<file path="src/rtl/i2c_line_sync.sv">
// Synchronises the raw SCL/SDA bus lines into the clk domain and derives
// bus events from the synchronised values.
//   clk_i      : sampling clock (>= 8x SCL)
//   rst_ni     : asynchronous active-low reset, all flops reset to 1 (idle bus)
//   scl_i      : raw SCL line
//   sda_i      : raw SDA line
//   sda_o      : synchronised SDA level
//   scl_rise_o : one-clk pulse on SCL 0->1
//   scl_fall_o : one-clk pulse on SCL 1->0
//   start_o    : one-clk pulse on SDA 1->0 while SCL high (START / repeated START)
//   stop_o     : one-clk pulse on SDA 0->1 while SCL high (STOP)
module i2c_line_sync (
    input  logic clk_i,
    input  logic rst_ni,
    input  logic scl_i,
    input  logic sda_i,
    output logic sda_o,
    output logic scl_rise_o,
    output logic scl_fall_o,
    output logic start_o,
    output logic stop_o
);

    logic scl_meta_q, scl_sync_q, scl_hist_q;
    logic sda_meta_q, sda_sync_q, sda_hist_q;

    always_ff @(posedge clk_i or negedge rst_ni) begin
        if (!rst_ni) begin
            scl_meta_q <= 1'b1;
            scl_sync_q <= 1'b1;
            scl_hist_q <= 1'b1;
            sda_meta_q <= 1'b1;
            sda_sync_q <= 1'b1;
            sda_hist_q <= 1'b1;
        end else begin
            scl_meta_q <= scl_i;
            scl_sync_q <= scl_meta_q;
            scl_hist_q <= scl_sync_q;
            sda_meta_q <= sda_i;
            sda_sync_q <= sda_meta_q;
            sda_hist_q <= sda_sync_q;
        end
    end

    assign sda_o      = sda_sync_q;
    assign scl_rise_o = scl_sync_q & ~scl_hist_q;
    assign scl_fall_o = ~scl_sync_q & scl_hist_q;
    // SCL must be high on both samples so an SDA change near an SCL edge is not
    // mistaken for a START/STOP.
    assign start_o    = scl_sync_q & scl_hist_q & sda_hist_q & ~sda_sync_q;
    assign stop_o     = scl_sync_q & scl_hist_q & ~sda_hist_q & sda_sync_q;

endmodule

</file>
<file path="config.mk">
export PLATFORM = sky130hd
export DESIGN_NAME = i2c_line_sync
export DESIGN_NICKNAME = d
export VERILOG_FILES = /design/src/rtl/i2c_line_sync.sv
export SDC_FILE = /design/constraint.sdc
export NUM_CORES = 1
export LEC_CHECK = 0
export CAP_MARGIN = 20
export CORE_AREA = 2 2 39 41
export CTS_BUF_LIST = sky130_fd_sc_hd__clkbuf_8
export CTS_CLUSTER_DIAMETER = 200
export DETAILED_ROUTE_END_ITERATION = 10
export DIE_AREA = 0 0 41 43
export HOLD_SLACK_MARGIN = 0.02
export PLACE_DENSITY = 0.36
export SYNTH_ARGS = -nofsm -noshare
export SYNTH_HDL_FRONTEND = slang
export SYNTH_SLANG_ARGS = --single-unit
export TNS_END_PERCENT = 100
</file>
<file path="constraint.sdc">
create_clock -name clk_i -period 1.7 [get_ports clk_i]
set_input_delay 0.34 -clock clk_i [delete_from_list [all_inputs] [get_ports clk_i]]
set_output_delay 0.34 -clock clk_i [all_outputs]
set_load 0.05 [all_outputs]
</file>
==> results of run 1 <==
==> metrics by stage <==
step	power [W]	utilization, %
2_1_floorplan	0.000183	-
3_3_place_gp	0.000215	24.6
3_5_place_dp	0.000216	24.6
4_1_cts	0.000429	27.6
5_1_grt	0.000449	27.6
6_report	0.000421	27.6
==> worst paths after layout <==
kind / cells past startpoint / end / from / slack [ps]
setup / recovery: 2 / stop_o / sda_o / 180
hold / removal: 0 / scl_sync_q / scl_meta_q / 350
setup reg to reg: 0 / sda_hist_q / sda_o / 1070
hold reg to reg: 0 / scl_sync_q / scl_meta_q / 350
max in group asynchronous: 1 / scl_hist_q / rst_ni / 1080
min in group asynchronous: 1 / sda_hist_q / rst_ni / 590
==> power by group <==
group	internal [W]	switching (W)	total, W
clock	0.000152	0.0000559	0.000208
combinational	0.0000267	0.0000254	0.0000521
sequential	0.000157	0.00000503	0.000162
==> layout make-up <==
type                    instances  share of cell area (%)
clock buffers                   3                    10.8
multi-input cells               4                    8.52
flip-flops and latches          6                    41.3
well taps                      16                    5.25
repair buffers                  8                    34.1
==> cell families after synthesis <==
| kind of cell | Yosys count |
|---|---|
| AND/OR/NAND/NOR | 4 |
| flip-flops | 6 |
==> cell usage after synthesis <==
| master | instances |
|---|---|
| dfstp_2 | 6 |
| nor2b_1 | 2 |
| and4b_1 | 2 |
==> flip-flops by register name (all words and copies together) (netlist names) <==
signal	flops
sda_meta_q	1
sda_hist_q	1
scl_hist_q	1
scl_sync_q	1
sda_o	1
scl_meta_q	1
==> metal layers <==
metal	share of wire (%)	wire length (µm)
met5	0	0
met4	0	0
met3	15	46
met2	49	146
met1	35	104
==> critical path, cell delays in order, from the launching register on <==
cell and delay [ps]:
dfstp_2 560, and4b_1 260, buf_12 150
==> impl_results.md, run 1 <==
- Fraction of the yosys area taken by sequential cells: 82.9%
- Gr usage total: 5.57%
- Adder-Cell Fraction of Synth Area: 0%
- PnR worst setup slack: 179 ps
- Sequential Area: 158 µm²
- Unrepaired setup endpoints after global routing: false
- Clk_lat worst skew: 220 ps
- Commonest non-fill, non-tap cell in the layout: dfstp_2
- Worst hold slack: 351 ps
- Initial antenna violation count: 0
- Non-filler cells, final: 37
- Routability cong.: 0.497
- # diodes: 0
- Most frequent cells in the layout: dfstp_2, buf_12, clkbuf_8, clkdlybuf4s50_1
- Unique cell type count in the Yosys netlist: 3
- Worst-path clk slew: 40 ps
- Die Ht: 43 µm
- Setup TNS: 0 ps
- DRC: 0
- Final setup viols: 0
- Worst-margin pin slew: 248 ps
- TritonCTS Sinks: 6
- H-tree depth: 1
- Cts bufs inserted: 3
- Cells after DPL: 34
- Initial Util: 13.7%
- Setup Buffers After CTS: 0
- Fin crit period: 1520 ps
- Post-Synthesis Net Count: 14
- GR Util met3: 6.28%
- Final nets: 27
- Slew Limit Fails: 0
- Synth top area cells: dfstp_2, and4b_1, nor2b_1
- Data arrival, critical path: 1180 ps
- Gr ovfl total: 0
- Vias in the first global route: 128
- Die X: 41 µm
- Mapped Area: 190 µm²
- Footprint of the multi-input gates: 32.5 µm²
- CTS tree: built
- Max VDD drop: 0.510 mV
- Iteration-0 DRC Markers: 1
- Largest family of logic cells by synthesized area: simple AND/OR/NAND/NOR gates
- Via count: 120
- Total wire length: 298 µm
- Drt pass-1 iters: 2
- Post-Syn Area per Cell: 19.0 µm²
- Compound-Gate Fraction of Synth Area: 0%
- Worst setup path class: register to primary output
- M2 GR Usage: 5.94%
- Startpoint Class: register
- DR vias/cell: 3.24
- Share of post-route cells with drive strength above 1: 66.7%
- Setup crit end kind: primary output
- Top Usage Layer GRT: met3
- Worst Path Required: 1360 ps
- First-pass GRT wire length: 552 µm
- Worst-path maximum fanout: 4
- Cell taking the most area after synthesis: dfstp_2
- Simple-gate portion of the synthesized area: 17.1%
- Synth Area in XOR/XNOR: 0%
- Rows: 14
- Die ar.: 1760 µm²
- Max Cap Viol: 0
- Drt wl/cell: 8.05 µm
- Tcrit/Tclk final: 89.5%
- # hold bufs at CTS: 0
- Worst min path class: register to register
- Place WS: 404 ps
- Number of synthesized register bits: 6
- Met1 usage: 4.97%
- Number of port buffers: 8
- F_max: 0.657 GHz
- Max Buffers Root-to-Sink: 2
- Run status: complete, no violations
- Top-area cell type share of the netlist area: 82.9%
- Design Area, Final: 382 µm²
- Slew margin rel.: 83.4%
- Layout area overhead: 101%
- Syn Inst Count: 10
- IO Pins: 9
- Routed Antenna Nets: 0
- Multiplexer share of the synthesized area: 0%
- # resized after CTS: 0
- Root buf cell: clkbuf_8
- Placed inst area: 340 µm²
- Final clock skew: 0.763 ps
- Final hold viol count: 0
- Fill count: 140
- Largest net degree at the start of global routing: 7
- Core Region: 1380 µm²
- Yosys warning total: 0
- Pwr/cell area: 1100 nW/µm²
- Lkg Pwr: 0.156 nW
Power figures use the tool's default switching activity.
==> inputs of run 2 (changes only) <==
CTS_CLUSTER_SIZE = 16   (was unset)
==> results of run 2 <==
Final layout, timing and power as in run 1 (identical DEF).
==> inputs of run 3 (changes only) <==
GPL_TIMING_DRIVEN = 0   (was unset)
==> impl_results.md, run 3 (synthesized netlist as in run 1, its figures left out) <==
- Core Region: 1380 µm² (unchanged)
- Iteration-0 DRC Markers: 0 (-1)
- Non-filler cells, final: 37 (unchanged)
- Origin of the worst min-delay path: scl_meta_q
- Total wire length: 249 µm (-16%)
- Gr usage total: 4.16% (-1.4 points)
- Hold Path Depth: 0 (unchanged)
- Gr ovfl total: 0 (unchanged)
- Setup Buffers After CTS: 0 (unchanged)
- IO Pins: 9 (unchanged)
- R2R cell count: 0 (unchanged)
- Initial Util: 13.7% (unchanged)
- Slew Limit Fails: 0 (unchanged)
- First-pass GRT wire length: 407 µm (-26%)
- Routability cong.: 0.510 (+2.6%)
- Worst Path Required: 1360 ps (about the same)
- Final cell utilization of the core: 23.8% (-3.8 points)
- Die ar.: 1760 µm² (unchanged)
- RR Endpoint: scl_hist_q
- Logic pwr share: 9.2% (-3.2 points)
- H-tree depth: 1 (unchanged)
- F_max: 0.609 GHz (-7.4%)
- # diodes: 0 (unchanged)
- Slowest CP cell: dfstp_2
- Clk pwr share: 50.6% (+1.4 points)
- Startpoint Class: register
- Drt wl/cell: 6.73 µm (-16%)
- Routed Antenna Nets: 0 (unchanged)
- DR vias/cell: 3.16 (-2.5%)
- Tcrit/Tclk final: 96.7% (+7.2 points)
- Fin crit period: 1640 ps (+122 ps)
- Final nets: 27 (unchanged)
- Pwr/cell area: 1220 nW/µm² (+10%)
- Die X: 41 µm (unchanged)
- NetSw: 0.0000788 W (-8.7%)
- Initial antenna violation count: 0 (unchanged)
- Layout area overhead: 73.0%
- Cells after DPL: 34 (unchanged)
- Die Ht: 43 µm (unchanged)
- Worst-margin pin slew: 484 ps (+236 ps)
- # hold bufs at CTS: 0 (unchanged)
- PnR worst setup slack: 56.8 ps (-122 ps)
- Max Cap Viol: 0 (unchanged)
- Slowest Stage Delay on Critical Path: 550 ps (about the same)
- Cts bufs inserted: 3 (unchanged)
- Internal: 0.000322 W (-3.9%)
- Vias in the first global route: 104 (-19%)
- Slew margin rel.: 67.9% (-16 points)
- # resized after CTS: 13 (+13)
- Fill count: 142 (+1.4%)
- Worst-path maximum fanout: 5 (+1)
- Max VDD drop: 0.830 mV (+63%)
- Final setup viols: 0 (unchanged)
- Setup crit end kind: primary output
- Worst min path class: register to register
- Worst path cell trace: and4b_1 -> clkdlybuf4s15_2
- Place WS: -166 ps (-569 ps)
- Via count: 117 (-2.5%)
- Final hold viol count: 0 (unchanged)
- Drt pass-1 iters: 1 (-1)
- Root buf cell: clkbuf_8
- Number of port buffers: 8 (unchanged)
- Max Buffers Root-to-Sink: 2 (unchanged)
- CTS tree: built
- Largest net degree at the start of global routing: 7 (unchanged)
- Worst setup path class: register to primary output
- Net Sw Frac: 19.7% (-0.82 points)
- Final clock skew: 1.26 ps (+0.498 ps)
- Reg2reg start: scl_sync_q
- TritonCTS Sinks: 6 (unchanged)
- Hold worst-path end: scl_sync_q
- Unrepaired setup endpoints after global routing: false
- Rows: 14 (unchanged)
- Reg-to-reg slack, setup: 1090 ps (+20 ps)
- Most frequent cells in the layout: dfstp_2, clkbuf_8, clkdlybuf4s50_1, clkdlybuf4s15_2
- Lkg Pwr: 0.136 nW (-13%)
- DRC: 0 (unchanged)
- Sequential share of power: 40.1% (+1.7 points)
- Data arrival, critical path: 1300 ps (+120 ps)
- Commonest non-fill, non-tap cell in the layout: dfstp_2
- Clk_lat worst skew: 210 ps (about the same)
- Run status: complete, no violations
- Worst-path clk slew: 30 ps (about the same)
- Share of post-route cells with drive strength above 1: 61.9% (-4.8 points)
## run 3: worst max-delay path, delay by kind of cell, from the launching register on
family / cells / cell delay [ps]
flip-flops: 1 / 550
buffers and inverters: 1 / 360
AND/OR/NAND/NOR: 1 / 180
## run 3: area by class of cell
cell class	instances	area [µm²]	area share [%]
Tap cell	16	20.0	6.08
Multi-Input combinational cell	4	32.5	9.89
Clock buffer	3	41.3	12.5
Timing Repair Buffer	8	77.6	23.6
Sequential cell	6	158	47.9
## run 3: power by group through the flow
| stage | Sequential, W | Clock (W) | Combinational (W) |
|---|---|---|---|
| detailed placement | 0.000163 | 0 | 0.0000397 |
| global route | 0.000162 | 0.000221 | 0.0000394 |
| CTS | 0.000161 | 0.000211 | 0.0000379 |
| floorplan | 0.000166 | 0 | 0.0000167 |
| global placement | 0.000162 | 0 | 0.0000399 |
| finish | 0.000161 | 0.000203 | 0.0000370 |
## run 3: worst max path at each step
stage	startpoint	end	slack, ps
global route	scl_sync_q	stop_o	20
CTS	scl_sync_q	start_o	30
global placement	scl_sync_q	start_o	-160
floorplan	scl_sync_q	scl_rise_o	110
detailed placement	scl_sync_q	start_o	-170
finish	scl_sync_q	stop_o	60
## run 3: metal layers
layer | routed length [µm] | up-vias | GRT usage, %
met1 | 106 | 49 | 4.32
met2 | 91 | 11 | 4.06
li1 | - | 57 | -
met5 | 0 | - | 0
met3 | 50 | 0 | 6.28
met4 | 0 | 0 | 2.00
## run 3: through the flow
| stage | hold WS, ps | setup TNS [ps] | cell area (µm²) | power (W) |
|---|---|---|---|---|
| after floorplan | 192 | 0 | 190 | 0.000183 |
| after global placement | 346 | -516 | 290 | 0.000202 |
| after detailed placement | 347 | -516 | 290 | 0.000202 |
| after CTS | 351 | 0 | 335 | 0.000410 |
| after global routing | 353 | 0 | 329 | 0.000422 |
| final | 350 | 0 | 329 | 0.000401 |
